File: src/rtl/fifo_pkg.sv
// Shared constants and helpers for the sync_fifo_ext family.
// Latency: none (compile-time only).
// Backpressure: not applicable.
package fifo_pkg;

    // Read-mode selectors for the FWFT parameter
    localparam int FIFO_MODE_STD  = 0;
    localparam int FIFO_MODE_FWFT = 1;

    // Default geometry and flag thresholds
    localparam int FIFO_DEF_DEPTH        = 16;
    localparam int FIFO_DEF_DWIDTH       = 8;
    localparam int FIFO_DEF_AFULL_MARGIN = 4;
    localparam int FIFO_DEF_AEMPTY_TH    = 2;

    // Ceiling log2 for tools without a usable $clog2
    function automatic int fifo_clog2(input int value);
        int v;
        int r;
        v = value - 1;
        r = 0;
        while (v > 0) begin
            r = r + 1;
            v = v >> 1;
        end
        return r;
    endfunction

endpackage

File: src/rtl/fifo_ram.sv
// Simple dual-port storage array, DEPTH x DWIDTH.
// Latency: write lands on the clock edge; read is combinational from raddr.
// Backpressure: none; the caller only asserts we when space exists.
module fifo_ram
    import fifo_pkg::*;
#(
    parameter int DEPTH  = FIFO_DEF_DEPTH,
    parameter int DWIDTH = FIFO_DEF_DWIDTH
) (
    input  logic                          clk,
    input  logic                          we,
    input  logic [fifo_clog2(DEPTH)-1:0]  waddr,
    input  logic [DWIDTH-1:0]             wdata,
    input  logic [fifo_clog2(DEPTH)-1:0]  raddr,
    output logic [DWIDTH-1:0]             rdata
);

    logic [DWIDTH-1:0] mem [DEPTH];

    // Storage is not reset; only the pointers define what is valid
    always_ff @(posedge clk) begin
        if (we) begin
            mem[waddr] <= wdata;
        end
    end

    assign rdata = mem[raddr];

endmodule

File: src/rtl/sync_fifo_ext.sv
// Synchronous FIFO with standard or first-word-fall-through read, count and sticky error flags.
// Latency: standard read data 1 cycle after rd_en; FWFT data visible the edge after the first write.
// Backpressure: writes while full are dropped (overflow), reads while empty are ignored (underflow).
module sync_fifo_ext
    import fifo_pkg::*;
#(
    parameter int DEPTH     = FIFO_DEF_DEPTH,
    parameter int DWIDTH    = FIFO_DEF_DWIDTH,
    parameter int FWFT      = FIFO_MODE_STD,
    parameter int AFULL_TH  = DEPTH - FIFO_DEF_AFULL_MARGIN,
    parameter int AEMPTY_TH = FIFO_DEF_AEMPTY_TH
) (
    input  logic                     clk,
    input  logic                     rstn,
    input  logic                     flush,
    input  logic                     wr_en,
    input  logic [DWIDTH-1:0]        din,
    input  logic                     rd_en,
    output logic [DWIDTH-1:0]        dout,
    output logic                     dout_valid,
    output logic                     full,
    output logic                     empty,
    output logic                     almost_full,
    output logic                     almost_empty,
    output logic [$clog2(DEPTH):0]   count,
    output logic                     overflow,
    output logic                     underflow
);

    localparam int AW = $clog2(DEPTH);
    localparam int PW = AW + 1;

    localparam logic [PW-1:0] DEPTH_C  = PW'(DEPTH);
    localparam logic [PW-1:0] AFULL_C  = PW'(AFULL_TH);
    localparam logic [PW-1:0] AEMPTY_C = PW'(AEMPTY_TH);
    localparam logic [PW-1:0] ONE_C    = PW'(1);

    logic [PW-1:0]     wptr;
    logic [PW-1:0]     rptr;
    logic              wr_acc;
    logic              rd_acc;
    logic [DWIDTH-1:0] ram_rdata;

    // Acceptance looks only at registered flags, so no request-to-flag combinational path
    assign wr_acc = wr_en & ~full  & ~flush;
    assign rd_acc = rd_en & ~empty & ~flush;

    assign full         = (count == DEPTH_C);
    assign empty        = (count == '0);
    assign almost_full  = (count >= AFULL_C);
    assign almost_empty = (count <= AEMPTY_C);

    // Pointers and occupancy; flush returns them to the post-reset state
    always_ff @(posedge clk or negedge rstn) begin
        if (!rstn) begin
            wptr  <= '0;
            rptr  <= '0;
            count <= '0;
        end else if (flush) begin
            wptr  <= '0;
            rptr  <= '0;
            count <= '0;
        end else begin
            if (wr_acc) begin
                wptr <= wptr + ONE_C;
            end
            if (rd_acc) begin
                rptr <= rptr + ONE_C;
            end
            if (wr_acc && !rd_acc) begin
                count <= count + ONE_C;
            end else if (rd_acc && !wr_acc) begin
                count <= count - ONE_C;
            end
        end
    end

    // Sticky error flags; a rejected request still records the error
    always_ff @(posedge clk or negedge rstn) begin
        if (!rstn) begin
            overflow  <= 1'b0;
            underflow <= 1'b0;
        end else if (flush) begin
            overflow  <= 1'b0;
            underflow <= 1'b0;
        end else begin
            if (wr_en && full) begin
                overflow <= 1'b1;
            end
            if (rd_en && empty) begin
                underflow <= 1'b1;
            end
        end
    end

    fifo_ram #(
        .DEPTH  (DEPTH),
        .DWIDTH (DWIDTH)
    ) u_ram (
        .clk   (clk),
        .we    (wr_acc),
        .waddr (wptr[AW-1:0]),
        .wdata (din),
        .raddr (rptr[AW-1:0]),
        .rdata (ram_rdata)
    );

    generate
        if (FWFT == FIFO_MODE_FWFT) begin : g_fwft
            assign dout       = ram_rdata;
            assign dout_valid = ~empty;
        end else begin : g_std
            logic [DWIDTH-1:0] dout_q;
            logic              vld_q;

            // Registered read port: dout loads on an accepted read and holds otherwise
            always_ff @(posedge clk or negedge rstn) begin
                if (!rstn) begin
                    dout_q <= '0;
                    vld_q  <= 1'b0;
                end else begin
                    vld_q <= rd_acc;
                    if (rd_acc) begin
                        dout_q <= ram_rdata;
                    end
                end
            end

            assign dout       = dout_q;
            assign dout_valid = vld_q;
        end
    endgenerate

    // The wide pointers always differ by exactly the occupancy
    ptr_count_consistent: assert property (@(posedge clk) disable iff (!rstn)
        (count == PW'(wptr - rptr)));

endmodule
File: config.mk
export PLATFORM = sky130hd
export DESIGN_NAME = sync_fifo_ext
export DESIGN_NICKNAME = d
export VERILOG_FILES = /design/src/rtl/fifo_pkg.sv /design/src/rtl/fifo_ram.sv /design/src/rtl/sync_fifo_ext.sv
export SDC_FILE = /design/constraint.sdc
export NUM_CORES = 1
export LEC_CHECK = 0
export CAP_MARGIN = 0
export CELL_PAD_IN_SITES_DETAIL_PLACEMENT = 1
export CELL_PAD_IN_SITES_GLOBAL_PLACEMENT = 2
export CORE_MARGIN = 3
export CORE_UTILIZATION = 41
export DETAILED_ROUTE_END_ITERATION = 8
export PLACE_DENSITY = 0.85
export SLEW_MARGIN = 15
export SYNTH_ARGS = -nofsm -noshare
export SYNTH_HDL_FRONTEND = slang
export SYNTH_SLANG_ARGS = --single-unit
File: constraint.sdc
create_clock -name clk -period 2.7 [get_ports clk]
set_input_delay 0.27 -clock clk [delete_from_list [all_inputs] [get_ports clk]]
set_output_delay 0.27 -clock clk [all_outputs]
set_load 0.01 [all_outputs]
Yosys cells after proc, flatten, opt, wreduce, memory -nomap -nowiden. Memory sizes are Yosys's and may differ from the RTL's. A register that Yosys moved wholly into a read port is not among the register bits. Cells that the tools add are included.

Logic and storage cells: 47. Bits in writable memories: 128. Input port bits: 13. Output and inout port bits: 20. Memories: 1. Bits in registers: 18.

Equality and inequality tests: 1. Bitwise gates (word level): 7. Reductions and logical operators: 13. Muxes and demuxes: 13. Magnitude comparators: 2. $add $sub $neg: 4.

Memory list: u_ram.mem (words 16, bits a word 8, rd ports 1, clocked after memory_dff 1, wr ports 1, line fifo_ram.sv:18) `logic [DWIDTH-1:0] mem [DEPTH];`.

Operators by type and width (count): $mux W5 (7); $add A5 B1 Y5 const B (3); $reduce_bool A2 Y1 (4); $mux W1 (6); $eq A5 B5 Y1 const B (1); $ge A5 B4 Y1 const B (1); $le A5 B2 Y1 const B (1); $logic_not A5 Y1 (1); $sub A5 B1 Y5 const B (1); $and A1 B1 Y1 (4); $logic_and A1 B1 Y1 (4); $logic_not A1 Y1 (3); $not A1 Y1 (3); $reduce_bool A3 Y1 (1).

Logic depth before layout (Yosys ltp).
Depth after elaboration: 9. Mapped depth: 10. Depth with buffers taken out: 9.

By module. A second synthesis with hierarchy kept.

Cell total of the unflattened synthesis: 343. Area total of the unflattened synthesis: 6304.8 µm².

Modules (own cells, without submodules): fifo_ram (cells an instance 221, seq. area each 3843.7 µm², area each 4987.3 µm², instances 1); sync_fifo_ext (cells an instance 122, seq. area each 600.6 µm², area each 1317.5 µm², instances 1).

Worst setup path before layout. OpenSTA, ideal clock, no wires.

Path type: register -> register. Start point: reg count[1]. End point: reg count[4]. Library setup time: 0.132 ns. Data arrival time: 2.603 ns. Clock period less this slack: 2.735 ns. Cell stages (with the launch flop): 10. Buffers on the path: 0. Setup slack: -0.035 ns. Cell sequence: dfrtp_1 -> or4_4 -> o21ai_2 -> nand3b_1 -> fa_1 -> a21o_1 -> a21o_1 -> and3_1 -> nor3_1 -> nor3b_2.

Longest elaborated chain between the ends: 8. Elaborated cells on any way between the ends: 18. Those cells by class: 2 x add/sub; 1 x eq/ne; 3 x mux; 6 x bitwise; 6 x reduce/logical.

RTL lines: start, declared (line sync_fifo_ext.sv:25) `output logic [$clog2(DEPTH):0] count,`; start signal, assigned (line sync_fifo_ext.sv:71) `count <= count + ONE_C;`; start signal, assigned (line sync_fifo_ext.sv:73) `count <= count - ONE_C;`; branches (longest 8 deep; another with $sub A5 B1 Y5).

Several ways; the timed one is not identified. The select of a mux whose other input is x is not followed. A chain may end at the register's enable or synchronous reset.

Final worst setup path.
Start point: reg count[0]. End point: reg count[4].

Same word-level chain as after synthesis.

==> flow_summary.html <==
<table>
<tr><th>Metric</th><th>Value</th></tr>
<tr><th colspan="2">Status</th></tr>
<tr><td>Outcome</td><td>finished clean</td></tr>
<tr><th colspan="2">Setup path</th></tr>
<tr><td>Crit path max fanout</td><td>4</td></tr>
<tr><td>Worst Setup Start Kind</td><td>flop</td></tr>
<tr><td>Worst r2r src</td><td>count[0]$_DFFE_PN0P_</td></tr>
<tr><td>Reg-to-reg endpoint</td><td>count[4]$_DFFE_PN0P_</td></tr>
<tr><td>Sort of element at the end of the critical path</td><td>flop</td></tr>
<tr><td>Setup slack of the worst register-to-register path</td><td>0.003 ns</td></tr>
<tr><td>Data arrival, critical path</td><td>about 3 ns</td></tr>
<tr><td>Crit Path Class</td><td>reg -&gt; reg</td></tr>
<tr><td>Required time of the worst setup path</td><td>2.99 ns</td></tr>
<tr><td>Number of cells on the worst reg-to-reg path</td><td>9</td></tr>
<tr><th colspan="2">Die</th></tr>
<tr><td>Die outline width</td><td>129 microns</td></tr>
<tr><td>I/O pin total</td><td>33</td></tr>
<tr><td>Effective utilization at floorplan</td><td>~43%</td></tr>
<tr><td>Floorplan die height</td><td>~130 microns</td></tr>
<tr><td>Die area</td><td>16800 sq um</td></tr>
<tr><td>Rows</td><td>44</td></tr>
<tr><td>CORE AREA</td><td>around 15000 sq um</td></tr>
<tr><th colspan="2">Clocking</th></tr>
<tr><td>Buffers from clock root to sink, at most</td><td>2</td></tr>
<tr><td>H-tree Lvls</td><td>4</td></tr>
<tr><td>Post-cts hold buffer count</td><td>0</td></tr>
<tr><td>CTS tree</td><td>done</td></tr>
<tr><td>Clock tree sinks</td><td>~150</td></tr>
<tr><td>Clock-pin slew on the worst setup and hold paths</td><td>about 0.060 ns</td></tr>
<tr><td>Source-to-sink clock delay at the later pin of the worst-skew pair</td><td>0.42 ns</td></tr>
<tr><td>Total clock buffers created by CTS</td><td>17</td></tr>
<tr><td>Cell at the root of the clock tree</td><td>sky130_fd_sc_hd__clkbuf_16</td></tr>
<tr><th colspan="2">Route</th></tr>
<tr><td>Routed len/inst</td><td>about 23 microns</td></tr>
<tr><td>Number of DRC violations after detailed routing</td><td>0</td></tr>
<tr><td>DRT Pass-1 Iters</td><td>4</td></tr>
<tr><td>Average vias per placed instance</td><td>approximately 5.6</td></tr>
<tr><td>Residual antenna-violating net count after detailed routing</td><td>0</td></tr>
<tr><td>Total wire length</td><td>~14000 microns</td></tr>
<tr><td>Initial DRC Count</td><td>roughly 360</td></tr>
<tr><td>Detailed-route via count</td><td>between 3000 and 4000</td></tr>
<tr><th colspan="2">Final layout</th></tr>
<tr><td>Final cell utilization of the core</td><td>52.1%</td></tr>
<tr><td>Post-route insts no fill</td><td>roughly 600</td></tr>
<tr><td>Final #Nets</td><td>428</td></tr>
<tr><td>Area growth from synthesis to final layout</td><td>22.7%</td></tr>
<tr><td>Number of fill cells</td><td>between 1000 and 1500</td></tr>
<tr><td>Share of final-layout standard cells stronger than drive strength 1</td><td>29.2%</td></tr>
<tr><td>Final antenna diode count</td><td>0</td></tr>
<tr><td>Final standard cell area without fillers</td><td>7660 sq um</td></tr>
<tr><th colspan="2">STA</th></tr>
<tr><td>Least setup slack across all paths after layout</td><td>around 0.0028 ns</td></tr>
<tr><td>Setup repair after global routing missed its margin</td><td>true</td></tr>
<tr><td>Finish-stage setup viols</td><td>0</td></tr>
<tr><td>Worst max-slew margin expressed relative to the limit</td><td>about 53%</td></tr>
<tr><td>Tcrit/Tclk final</td><td>99.9%</td></tr>
<tr><td>Post-layout min period</td><td>between 2 and 3 ns</td></tr>
<tr><td>Number of hold violations in the final report</td><td>0</td></tr>
<tr><td>Post-route clock skew</td><td>around 0.013 ns</td></tr>
<tr><td>Max-slew violations</td><td>0</td></tr>
<tr><td>Max Freq</td><td>371 MHz</td></tr>
<tr><td>Transition time of the tightest slew-check pin</td><td>about 0.7 ns</td></tr>
<tr><th colspan="2">Power and ir drop</th></tr>
<tr><td>Sequential fraction of design power</td><td>42.5%</td></tr>
<tr><td>Static Leakage</td><td>about 2.6 nW</td></tr>
<tr><td>Net switching fraction of the power</td><td>between 20% and 30%</td></tr>
<tr><td>Int Pwr</td><td>4.98 mW</td></tr>
<tr><td>PD cells</td><td>870 nW/um^2</td></tr>
<tr><td>Total design power</td><td>between 6 and 7 mW</td></tr>
<tr><td>Worst vdd ir</td><td>between 0.0004 and 0.0005 V</td></tr>
<tr><td>Share of total power in the clock network</td><td>a little under two fifths</td></tr>
<tr><td>Net switching power of the design</td><td>1.68 mW</td></tr>
<tr><td>Power share of the combinational group</td><td>approximately a fifth</td></tr>
<tr><th colspan="2">Yosys</th></tr>
<tr><td>Netlist Area Pre-Place</td><td>6250 sq um</td></tr>
<tr><td>Most numerous cell types in the synthesized netlist</td><td>sky130_fd_sc_hd__edfxtp_1, sky130_fd_sc_hd__mux4_2, sky130_fd_sc_hd__nor2_1</td></tr>
<tr><td>Leading cell types by total area after synthesis</td><td>sky130_fd_sc_hd__edfxtp_1, sky130_fd_sc_hd__mux4_2, sky130_fd_sc_hd__dfrtp_1</td></tr>
<tr><td>Total of warnings raised by yosys</td><td>0</td></tr>
<tr><td>Cells after synthesis</td><td>334</td></tr>
<tr><td>Synth Net Count</td><td>about 360</td></tr>
<tr><td>Count leader, synth</td><td>sky130_fd_sc_hd__edfxtp_1</td></tr>
<tr><td>Syn Area/Cell</td><td>roughly 19 sq um</td></tr>
<tr><td>EDFF count, synth</td><td>128</td></tr>
<tr><td>Sequential share of the synthesized area</td><td>71.1%</td></tr>
<tr><td>Fraction of post-synthesis cell area in the top cell type by area</td><td>about three fifths</td></tr>
<tr><td>Largest area contributor in the synthesized netlist</td><td>sky130_fd_sc_hd__edfxtp_1</td></tr>
<tr><td>Cell variety after synth</td><td>43</td></tr>
<tr><td>Ys async rst share</td><td>about 16%</td></tr>
<tr><td>FF+latch count, synth</td><td>between 150 and 200</td></tr>
<tr><td>Most instantiated flip-flop cell in the synthesis netlist</td><td>sky130_fd_sc_hd__edfxtp_1</td></tr>
<tr><th colspan="2">Placement</th></tr>
<tr><td>Placed cells</td><td>between 500 and 600</td></tr>
<tr><td>Worst setup timing slack at the placement stage</td><td>-0.0669 ns</td></tr>
<tr><td>DP Area</td><td>just under 7000 sq um</td></tr>
<tr><td>Port Buffers</td><td>32</td></tr>
<tr><td>Post-detailed-placement half-perimeter wirelength</td><td>between 8000 and 9000 microns</td></tr>
<tr><td>Placer congestion estimate</td><td>between 0.7 and 0.8</td></tr>
<tr><th colspan="2">Global routing</th></tr>
<tr><td>Grt ovf</td><td>0</td></tr>
<tr><td>Wire length of the first global-routing pass</td><td>around 21000 microns</td></tr>
<tr><td>Total Routing Usage GR</td><td>between 15 and 20%</td></tr>
<tr><td>Number of antenna violations at the first check in global routing</td><td>0</td></tr>
<tr><td>Via count of the first global-routing pass</td><td>around 3600</td></tr>
<tr><td>Pin count of the biggest net entering global routing</td><td>35</td></tr>
<tr><th colspan="2">Hold path</th></tr>
<tr><td>Classification of the worst-slack hold path</td><td>in -&gt; async</td></tr>
<tr><th colspan="2">Run</th></tr>
<tr><td>Max-cap violation count</td><td>0</td></tr>
</table>
stage by stage:
| step | setup TNS [ns] | hold slack (ns) |
|---|---|---|
| after floorplan | 0 | -0.0256 |
| after global placement | 0 | 0.496 |
| after detailed placement | -0.0669 | 0.494 |
| after CTS | 0 | 0.229 |
| after global routing | -0.128 | 0.248 |
| final | 0 | 0.237 |
state kept, by name, indices dropped and copies added (netlist names):
signal      flops
rptr            4
overflow        1
count           5
wptr            4
dout            8
u_ram.mem     128
dout_valid      1
underflow       1
cell usage in the layout, fill, tap and decap left out, types with 2 or more instances in the layout:
master / count
sky130_fd_sc_hd__mux4_2: 32
sky130_fd_sc_hd__dfrtp_2: 3
sky130_fd_sc_hd__or3_1: 2
sky130_fd_sc_hd__inv_6: 4
sky130_fd_sc_hd__o221ai_2: 8
sky130_fd_sc_hd__edfxtp_1: 128
sky130_fd_sc_hd__xor2_1: 4
sky130_fd_sc_hd__bufinv_16: 5
sky130_fd_sc_hd__a21o_1: 3
sky130_fd_sc_hd__buf_4: 35
sky130_fd_sc_hd__ha_1: 9
sky130_fd_sc_hd__xnor2_1: 4
sky130_fd_sc_hd__a21oi_1: 5
sky130_fd_sc_hd__nand3_1: 2
sky130_fd_sc_hd__nand3b_1: 2
sky130_fd_sc_hd__clkbuf_16: 17
sky130_fd_sc_hd__nand2_1: 21
sky130_fd_sc_hd__nor2_1: 28
sky130_fd_sc_hd__clkbuf_1: 5
sky130_fd_sc_hd__nand4_1: 2
sky130_fd_sc_hd__inv_1: 2
sky130_fd_sc_hd__o31ai_1: 2
sky130_fd_sc_hd__clkdlybuf4s50_1: 32
sky130_fd_sc_hd__dfrtp_1: 21
sky130_fd_sc_hd__mux2i_1: 17
routing by layer:
| metal | wire [microns] | vias up | global-route usage, % | share of wire [%] |
|---|---|---|---|---|
| met5 | 0 | - | 0 | 0 |
| met4 | 157 | 0 | 5.26 | 1.1 |
| met3 | 712 | 14 | 4.41 | 5.1 |
| met2 | 7340 | 105 | 30.4 | 53 |
| met1 | 5680 | 1810 | 22.5 | 41 |
| li1 | - | 1460 | - | - |
critical path: stages (launching register included):
cell and delay [ns]:
sky130_fd_sc_hd__dfrtp_2 0.40, sky130_fd_sc_hd__or4_4 0.59, sky130_fd_sc_hd__o21ai_4 0.17, sky130_fd_sc_hd__nand3b_1 0.19, sky130_fd_sc_hd__fa_2 0.42, sky130_fd_sc_hd__a21o_1 0.19, sky130_fd_sc_hd__a21o_1 0.19, sky130_fd_sc_hd__nor3_4 0.17
sky130_fd_sc_hd__o21ai_2 0.09, sky130_fd_sc_hd__nor3b_2 0.17
worst max-delay path by stage:
| stage | from | end | slack, ns |
|---|---|---|---|
| 2_1_floorplan | count[1]$_DFFE_PN0P_ | count[4]$_DFFE_PN0P_ | 0.04 |
| 3_3_place_gp | count[1]$_DFFE_PN0P_ | count[4]$_DFFE_PN0P_ | 0.05 |
| 4_1_cts | count[1]$_DFFE_PN0P_ | count[4]$_DFFE_PN0P_ | 0.005 |
| 5_1_grt | count[0]$_DFFE_PN0P_ | count[4]$_DFFE_PN0P_ | -0.13 |
| 3_5_place_dp | count[1]$_DFFE_PN0P_ | count[4]$_DFFE_PN0P_ | -0.07 |
| 6_report | count[0]$_DFFE_PN0P_ | count[4]$_DFFE_PN0P_ | 0.003 |
layout make-up:
type,instances,area (sq um),area share [%]
clock buffers,22,444,5.80
flip-flops and latches,152,4450,58.0
inverters,3,16.3,0.212
repair buffers,68,603,7.87
well taps,184,230,3.00
clock inverters,10,193,2.51
multi-input cells,163,1730,22.6
power groups by stage:
stage	Clock, mW	Combinational, mW	Sequential, mW
after CTS	2.60	1.26	2.83
final	2.55	1.29	2.83
after global routing	2.70	1.40	2.85
after floorplan	0	0.651	2.88
after global placement	0	1.17	2.86
after detailed placement	0	1.23	2.87
kinds of logic after synthesis:
kind of cell,after synthesis,synth area share (%)
AO/OA/AOI/OAI,26,4.07
multiplexers,49,14.3
flip-flops,152,71.1
buffers and inverters,19,1.74
XOR/XNOR,8,1.12
adder cells (fa/ha/maj),10,2.12
AND/OR/NAND/NOR,70,5.55
what timing repair did:
item	CTS	global route
gates resized for setup	1	6
endpoints found under the setup margin	1	1
pin swaps	0	5
buffers inserted	2	2
No activity file was read; power rests on OpenSTA's default activity.
